File: src/rtl/uart_rx_conditioner_pkg.sv
// Shared definitions for the UART receive-line conditioner: line states,
// default timing constants and the 3-sample majority helper.
package uart_rx_conditioner_pkg;

    localparam int unsigned DEFAULT_OVERSAMPLE = 16;
    localparam int unsigned DEFAULT_IDLE_BITS  = 10;
    localparam int unsigned DEFAULT_BREAK_BITS = 11;
    localparam int unsigned GLITCH_CNT_W       = 8;

    typedef enum logic [1:0] {
        LINE_ACTIVE = 2'd0,
        LINE_IDLE   = 2'd1,
        LINE_BREAK  = 2'd2
    } lineState_t;

    function automatic logic majority3(input logic [2:0] v);
        return (v[0] & v[1]) | (v[0] & v[2]) | (v[1] & v[2]);
    endfunction

endpackage

File: src/rtl/uart_rx_conditioner_sync2.sv
// Generic two-flop synchroniser with a parameterised reset value.
module epRISC_sync2 #(
    parameter logic RESET_VAL = 1'b1
) (
    input  logic iSClk,
    input  logic iRst,
    input  logic iD,
    output logic oQ
);

    logic meta;

    always_ff @(posedge iSClk or posedge iRst) begin
        if (iRst) begin
            meta <= RESET_VAL;
            oQ   <= RESET_VAL;
        end else begin
            meta <= iD;
            oQ   <= meta;
        end
    end

endmodule

File: src/rtl/uart_rx_conditioner.sv
// RX pin front end: synchronise, majority-filter single-sample glitches,
// classify the line as active/idle/break and count rejected glitches.
module uart_rx_conditioner
    import uart_rx_conditioner_pkg::*;
#(
    parameter int unsigned OVERSAMPLE = DEFAULT_OVERSAMPLE,
    parameter int unsigned IDLE_BITS  = DEFAULT_IDLE_BITS,
    parameter int unsigned BREAK_BITS = DEFAULT_BREAK_BITS
) (
    input  logic       iSClk,
    input  logic       iRst,
    input  logic       iRX,
    input  logic       iEnable,
    input  logic       iClearCnt,
    output logic       oRX,
    output logic       oIdle,
    output logic       oBreak,
    output logic       oBreakEdge,
    output logic       oGlitch,
    output logic [7:0] oGlitchCnt
);

    localparam int unsigned RUN_W       = $clog2(BREAK_BITS * OVERSAMPLE + 1);
    localparam int unsigned IDLE_LIMIT  = IDLE_BITS * OVERSAMPLE - 1;
    localparam int unsigned BREAK_LIMIT = BREAK_BITS * OVERSAMPLE - 1;

    logic                    rxSync;
    logic [2:0]              s;
    lineState_t              state, stateNext;
    logic [RUN_W-1:0]        hiCnt, loCnt, hiCntNext, loCntNext;
    logic                    rxNext, glitchNext, breakEdgeNext;
    logic [GLITCH_CNT_W-1:0] glitchCntNext;

    epRISC_sync2 #(.RESET_VAL(1'b1)) uSync (
        .iSClk (iSClk),
        .iRst  (iRst),
        .iD    (iRX),
        .oQ    (rxSync)
    );

    // Next-state and next-output logic; run counters follow oRX, not the pin.
    always_comb begin
        rxNext        = iEnable ? majority3(s) : rxSync;
        glitchNext    = iEnable && (s[1] != s[0]) && (s[1] != s[2]);
        glitchCntNext = oGlitchCnt;
        hiCntNext     = '0;
        loCntNext     = '0;
        stateNext     = state;
        breakEdgeNext = 1'b0;

        if (iClearCnt)
            glitchCntNext = '0;
        else if (oGlitch && (oGlitchCnt != '1))
            glitchCntNext = oGlitchCnt + GLITCH_CNT_W'(1);

        if (oRX)
            hiCntNext = (hiCnt == RUN_W'(IDLE_LIMIT)) ? hiCnt : hiCnt + RUN_W'(1);
        else
            loCntNext = (loCnt == RUN_W'(BREAK_LIMIT)) ? loCnt : loCnt + RUN_W'(1);

        unique case (state)
            LINE_ACTIVE: begin
                if (oRX && (hiCnt == RUN_W'(IDLE_LIMIT)))
                    stateNext = LINE_IDLE;
                else if (!oRX && (loCnt == RUN_W'(BREAK_LIMIT)))
                    stateNext = LINE_BREAK;
            end
            LINE_IDLE:  if (!oRX) stateNext = LINE_ACTIVE;
            LINE_BREAK: if (oRX)  stateNext = LINE_ACTIVE;
            default:              stateNext = LINE_ACTIVE;
        endcase

        breakEdgeNext = (state == LINE_ACTIVE) && (stateNext == LINE_BREAK);
    end

    always_ff @(posedge iSClk or posedge iRst) begin
        if (iRst) begin
            s          <= 3'b111;
            oRX        <= 1'b1;
            state      <= LINE_ACTIVE;
            hiCnt      <= '0;
            loCnt      <= '0;
            oIdle      <= 1'b0;
            oBreak     <= 1'b0;
            oBreakEdge <= 1'b0;
            oGlitch    <= 1'b0;
            oGlitchCnt <= '0;
        end else begin
            s          <= {s[1:0], rxSync};
            oRX        <= rxNext;
            state      <= stateNext;
            hiCnt      <= hiCntNext;
            loCnt      <= loCntNext;
            oIdle      <= (stateNext == LINE_IDLE);
            oBreak     <= (stateNext == LINE_BREAK);
            oBreakEdge <= breakEdgeNext;
            oGlitch    <= glitchNext;
            oGlitchCnt <= glitchCntNext;
        end
    end

endmodule

File: config.mk
export PLATFORM = sky130hd
export DESIGN_NAME = uart_rx_conditioner
export DESIGN_NICKNAME = d
export VERILOG_FILES = /design/src/rtl/uart_rx_conditioner_pkg.sv /design/src/rtl/uart_rx_conditioner_sync2.sv /design/src/rtl/uart_rx_conditioner.sv
export SDC_FILE = /design/constraint.sdc
export NUM_CORES = 1
export LEC_CHECK = 0
export BUFFER_PORTS_ARGS = -buffer_cell sky130_fd_sc_hd__buf_2
export CAP_MARGIN = 20
export CORE_MARGIN = 2
export CORE_UTILIZATION = 25
export DETAILED_ROUTE_END_ITERATION = 8
export MAX_ROUTING_LAYER = met4
export SKIP_CTS_REPAIR_TIMING = 1
export SLEW_MARGIN = 20
export SYNTH_ARGS = -nofsm -noshare
export SYNTH_HDL_FRONTEND = slang
export SYNTH_SLANG_ARGS = --single-unit
File: constraint.sdc
create_clock -name iSClk -period 4.2 [get_ports iSClk]
set_clock_uncertainty 0.2 [all_clocks]
set_input_delay 0.63 -clock iSClk [delete_from_list [all_inputs] [get_ports iSClk]]
set_output_delay 0.63 -clock iSClk [all_outputs]
set_load 0.05 [all_outputs]
**After elaboration in Yosys (flattened, before gate mapping)**

Index checks and enable logic that the tools add are counted.

- Mux-type cells: 12
- Bitwise gates (word level): 5
- $add $sub $neg: 3
- Reduce and logical (&&, ||, !) cells: 9
- Equality and inequality tests: 11

Operators with widths:

| kind | number |
|---|---|
| $mux 8 | 6 |
| $add 8x1->8 const B | 3 |
| $eq 8x8->1 const B | 2 |
| $mux 2 | 4 |
| $ne 8x8->1 const B | 1 |
| $logic_and 1x1->1 | 6 |
| $pmux 2 s3 | 1 |
| $eq 2x1->1 const B | 2 |
| $eq 2x2->1 const B | 2 |
| $ne 2x2->1 const B | 2 |
| $and 1x1->1 | 3 |
| $logic_not 2->1 | 1 |
| $ne 1x1->1 | 2 |
| $or 1x1->1 | 2 |
| $reduce_bool 2->1 | 1 |
| $logic_not 1->1 | 1 |
| $mux 1 | 1 |

- Register bits: 36
- Logic and storage cells: 52
- Output and inout bits: 13
- Input port bits: 5

**Longest topological paths before layout**

- Word-level depth: 7
- Depth in mapped cells: 5

**Cells and area by module**

A second synthesis with hierarchy kept.

- Cells, all modules: 157
- Area, all modules: 1702.9 sq um

Modules (own cells, without submodules):

| module | area each (sq um) | cells each | instances |
|---|---|---|---|
| uart_rx_conditioner | 1646.6 | 154 | 1 |
| epRISC_sync2 | 56.3 | 3 | 1 |

**Least setup slack after synthesis**

Ideal clock, no wire load.

- Path kind: register to register
- Start: register oGlitchCnt[0]
- End: register oGlitchCnt[5]
- Setup slack: 2.192 ns
- Setup time: 0.128 ns
- Data arrival time: 1.680 ns
- Path buffers: 0
- Cell stages (with the launch flop): 5
- Cell sequence: dfrtp_1 -> ha_1 -> and3_1 -> a211oi_1 -> mux2_1

- Word-level cells in the longest chain between the ends: 3

Ends and longest elaborated chain:

| element | RTL line | source |
|---|---|---|
| from (decl) | uart_rx_conditioner.sv:20 | `output logic [7:0] oGlitchCnt` |
| from (signal assigned) | uart_rx_conditioner.sv:98 | `oGlitchCnt <= glitchCntNext;` |
| $add 8x1->8 / $ne 8x8->1 (equally long branches) | uart_rx_conditioner.sv:54, uart_rx_conditioner.sv:53 |  |
| $mux 8 / $logic_and 1x1->1 (equally long branches) | uart_rx_conditioner.sv:53 | `else if (oGlitch && (oGlitchCnt != '1))` |
| $mux 8 / $reduce_bool 2->1 (equally long branches) | n/a |  |

Several ways; a longest one is shown, not always the timed one. The select of a mux whose other input is x is not followed.
A chain may end at the register's enable or synchronous reset.

**Final worst setup path**

- Start: register oRX
- End: output oRX

RTL lines:

| element | RTL line | source |
|---|---|---|
| from (decl) | uart_rx_conditioner.sv:15 | `output logic oRX,` |
| from (signal assigned) | uart_rx_conditioner.sv:90 | `oRX <= rxNext;` |

No word-level cell between the ends.

==> flow_summary.toml <==
[sta]
setup-tns-final_ps = 0
setup_repair_after_global_routing_missed_its_margin = "false"
report.final.slew_viol_count = 0
worstMarginPinSlew_ps = 463
report.final.hold_viol_count = 0
setup_viol = 0
min_period_ps = 2160
max_clock_freq_mhz = 462
layout_worst_path_cycle_share_pct = 51.5
maxSlewHeadroom_pct = 69.1

[synth]
seq_area_frac_synth_pct = 53.5
synth_cell_type_count = 37
synth_edf_count = 0
async_flop_share_pct = 100
synthesis.area_um2 = 1700
ys_seq_elements = 36
syn_area_per_cell_um2 = 10.9
syn-num-nets = 166
synth-main-ff-cell = "sky130_fd_sc_hd__dfrtp_1"
netlist_instances = 156
yosys_warnings = 0

[detailed_routing]
num_vias = 1240
detail_route.wl_per_cell_um = 12.1
detail_route.wirelength_um = 3130
via_per_inst = 4.81
drt_first_pass_iters = 4
drt_drc_violations_left = 0
drt_iter0_markers = 41
antenna_left = 0

[setup_path]
timing.critical_path.fanout_max = 18
critical_path.cell_chain = "buf_2"
critPathKind = "register to output port"
critPathRequiredTime_ps = 3370
timing.critical_path.to_type = "output port"
crit_buf_inv = 1
crit_path_start_kind = "register"
cpMaxStageDelayCell = "sky130_fd_sc_hd__dfstp_2"
top_cell_family_by_delay_on_the_critical_path = "flip-flops"
critical_path.max_stage_delay_ps = 720
cp_data_arrival_time_ps = 1330

[layout]
post-route-cell-area_um2 = 1960
final_common_cell = "sky130_fd_sc_hd__dfrtp_1"
num-fill-cells = 705
final_nets = 187
layout-drive-gt1-share_pct = 20.8
flow.area_growth_from_synthesis_pct = 15.5
most-common-layout-cells = "sky130_fd_sc_hd__dfrtp_1 (30), sky130_fd_sc_hd__buf_2 (17), sky130_fd_sc_hd__nand2_1 (12)"
final_util_pct = 29.4
final-seq-area_um2 = 908
ant_diodes = 0
multiInputGateArea_um2 = 756

[global_route]
grt_max_degree = 37
grt_pass1_wl_um = 5420
grt_remaining_overflow = 0
globalRouteTotalUtil_pct = 9.54
grt_pass1_vias = 1214
antenna_found_initial = 0

[clock_network]
insertion_delay_ps = 290
cts_sinks = 36
numCtsBuffers = 5
clk_root_buffer_cell = "sky130_fd_sc_hd__clkbuf_8"
maximum_number_of_buffers_from_clock_root_to_sink = 2
clock_transition_at_the_registers_of_the_reported_paths_ps = 80
cts_tree = "built"
h-tree-depth = 2

[power_and_ir_drop]
powerDensity_nw_per_um2 = 344
cellLeakagePower_uw = 0.000898
vdd_ir_drop_max_v = 0.0000847

[die]
floorplan.die.width_um = 86.4
initial_utilization_pct = 25.4
chipHeight_um = 86.4
io-pin-count = 18
core_area_um2 = 6680
placement_rows = 30
die_area_um2 = 7470

[place]
place.detailed.hpwl_um = 2180
placedInstanceArea_um2 = 1880
gpl.final_weighted_congestion = 0.739
buffer_ports.inserted = 17

[worst_hold_path]
timing.hold.worst.class = "register to register"

[job]
maxCapViolCount = 0

[run_status]
result_of_the_run = "completed"
synth_stat cells (all sizes together), types with 5 or more instances:
master / number / share of area (%)
a21oi: 11 / 3.2
a31oi: 5 / 1.8
and3: 8 / 2.9
dfrtp: 30 / 44
dfstp: 6 / 9.3
ha: 5 / 3.7
inv: 5 / 1.1
mux2: 5 / 3.3
nand2: 12 / 2.7
nand3: 5 / 1.5
nor2: 7 / 1.5
nor2b: 5 / 1.8
o21ai: 9 / 2.7
stage by stage:
step	setup WS, ps	cells	hold slack (ps)	total power (uW)
5_1_grt	1990	258	168	714
6_report	2040	258	160	675
3_5_place_dp	2270	250	150	442
2_1_floorplan	2190	156	145	424
4_1_cts	2020	258	161	691
3_3_place_gp	2330	250	149	440
logic make-up after synthesis:
group / Yosys count / share of synthesized area, %
AO/OA/AOI/OAI: 39 / 14.6
XOR/XNOR: 1 / 0.516
adder cells (fa/ha/maj): 5 / 3.68
buffers and inverters: 9 / 2.06
flip-flops: 36 / 53.5
multiplexers: 9 / 5.67
AND/OR/NAND/NOR: 57 / 20.0
power breakdown:
group / total, uW / internal [uW] / switching [uW]
clock network: 241 / 115 / 126
registers: 381 / 363 / 17.6
logic: 53.0 / 18.9 / 34.1
total: 675 / 498 / 178
path summary, 6_finish.rpt:
path                                      end  slack (ps)  depth (start not counted)        from
min in group asynchronous       oGlitchCnt[0]         230                          3        iRst
worst min-delay path                 uSync.oQ         160                          0  uSync.meta
max in group asynchronous                 oRX        3210                          3        iRst
worst min register to register       uSync.oQ         160                          0  uSync.meta
worst max register to register       loCnt[0]        2290                          4    loCnt[0]
worst max-delay path                      oRX        2040                          1         oRX
state kept, by name (all words and copies together), names as in the netlist:
signal	cells
oRX	1
oGlitchCnt	8
state	2
uSync.meta	1
oGlitch	1
oBreakEdge	1
loCnt	8
hiCnt	8
uSync.oQ	1
oBreak	1
oIdle	1
s	3
area by class of cell:
type / instances / share of cell area [%]
flip-flops and latches: 36 / 46.3
multi-input cells: 111 / 38.5
well taps: 80 / 5.10
repair buffers: 18 / 4.72
clock buffers: 5 / 3.51
clock inverters: 3 / 0.956
inverters: 5 / 0.956
routing by layer:
layer  global-route usage (%)  part of all wire [%]  vias to the layer above
met1                     11.3                    47                      585
met4                     4.69                   1.9                        0
met2                     14.6                    46                       30
met5                        -                     0                        -
li1                         -                     -                      618
met3                     3.14                   5.0                        7
Power figures use the tool's default switching activity.
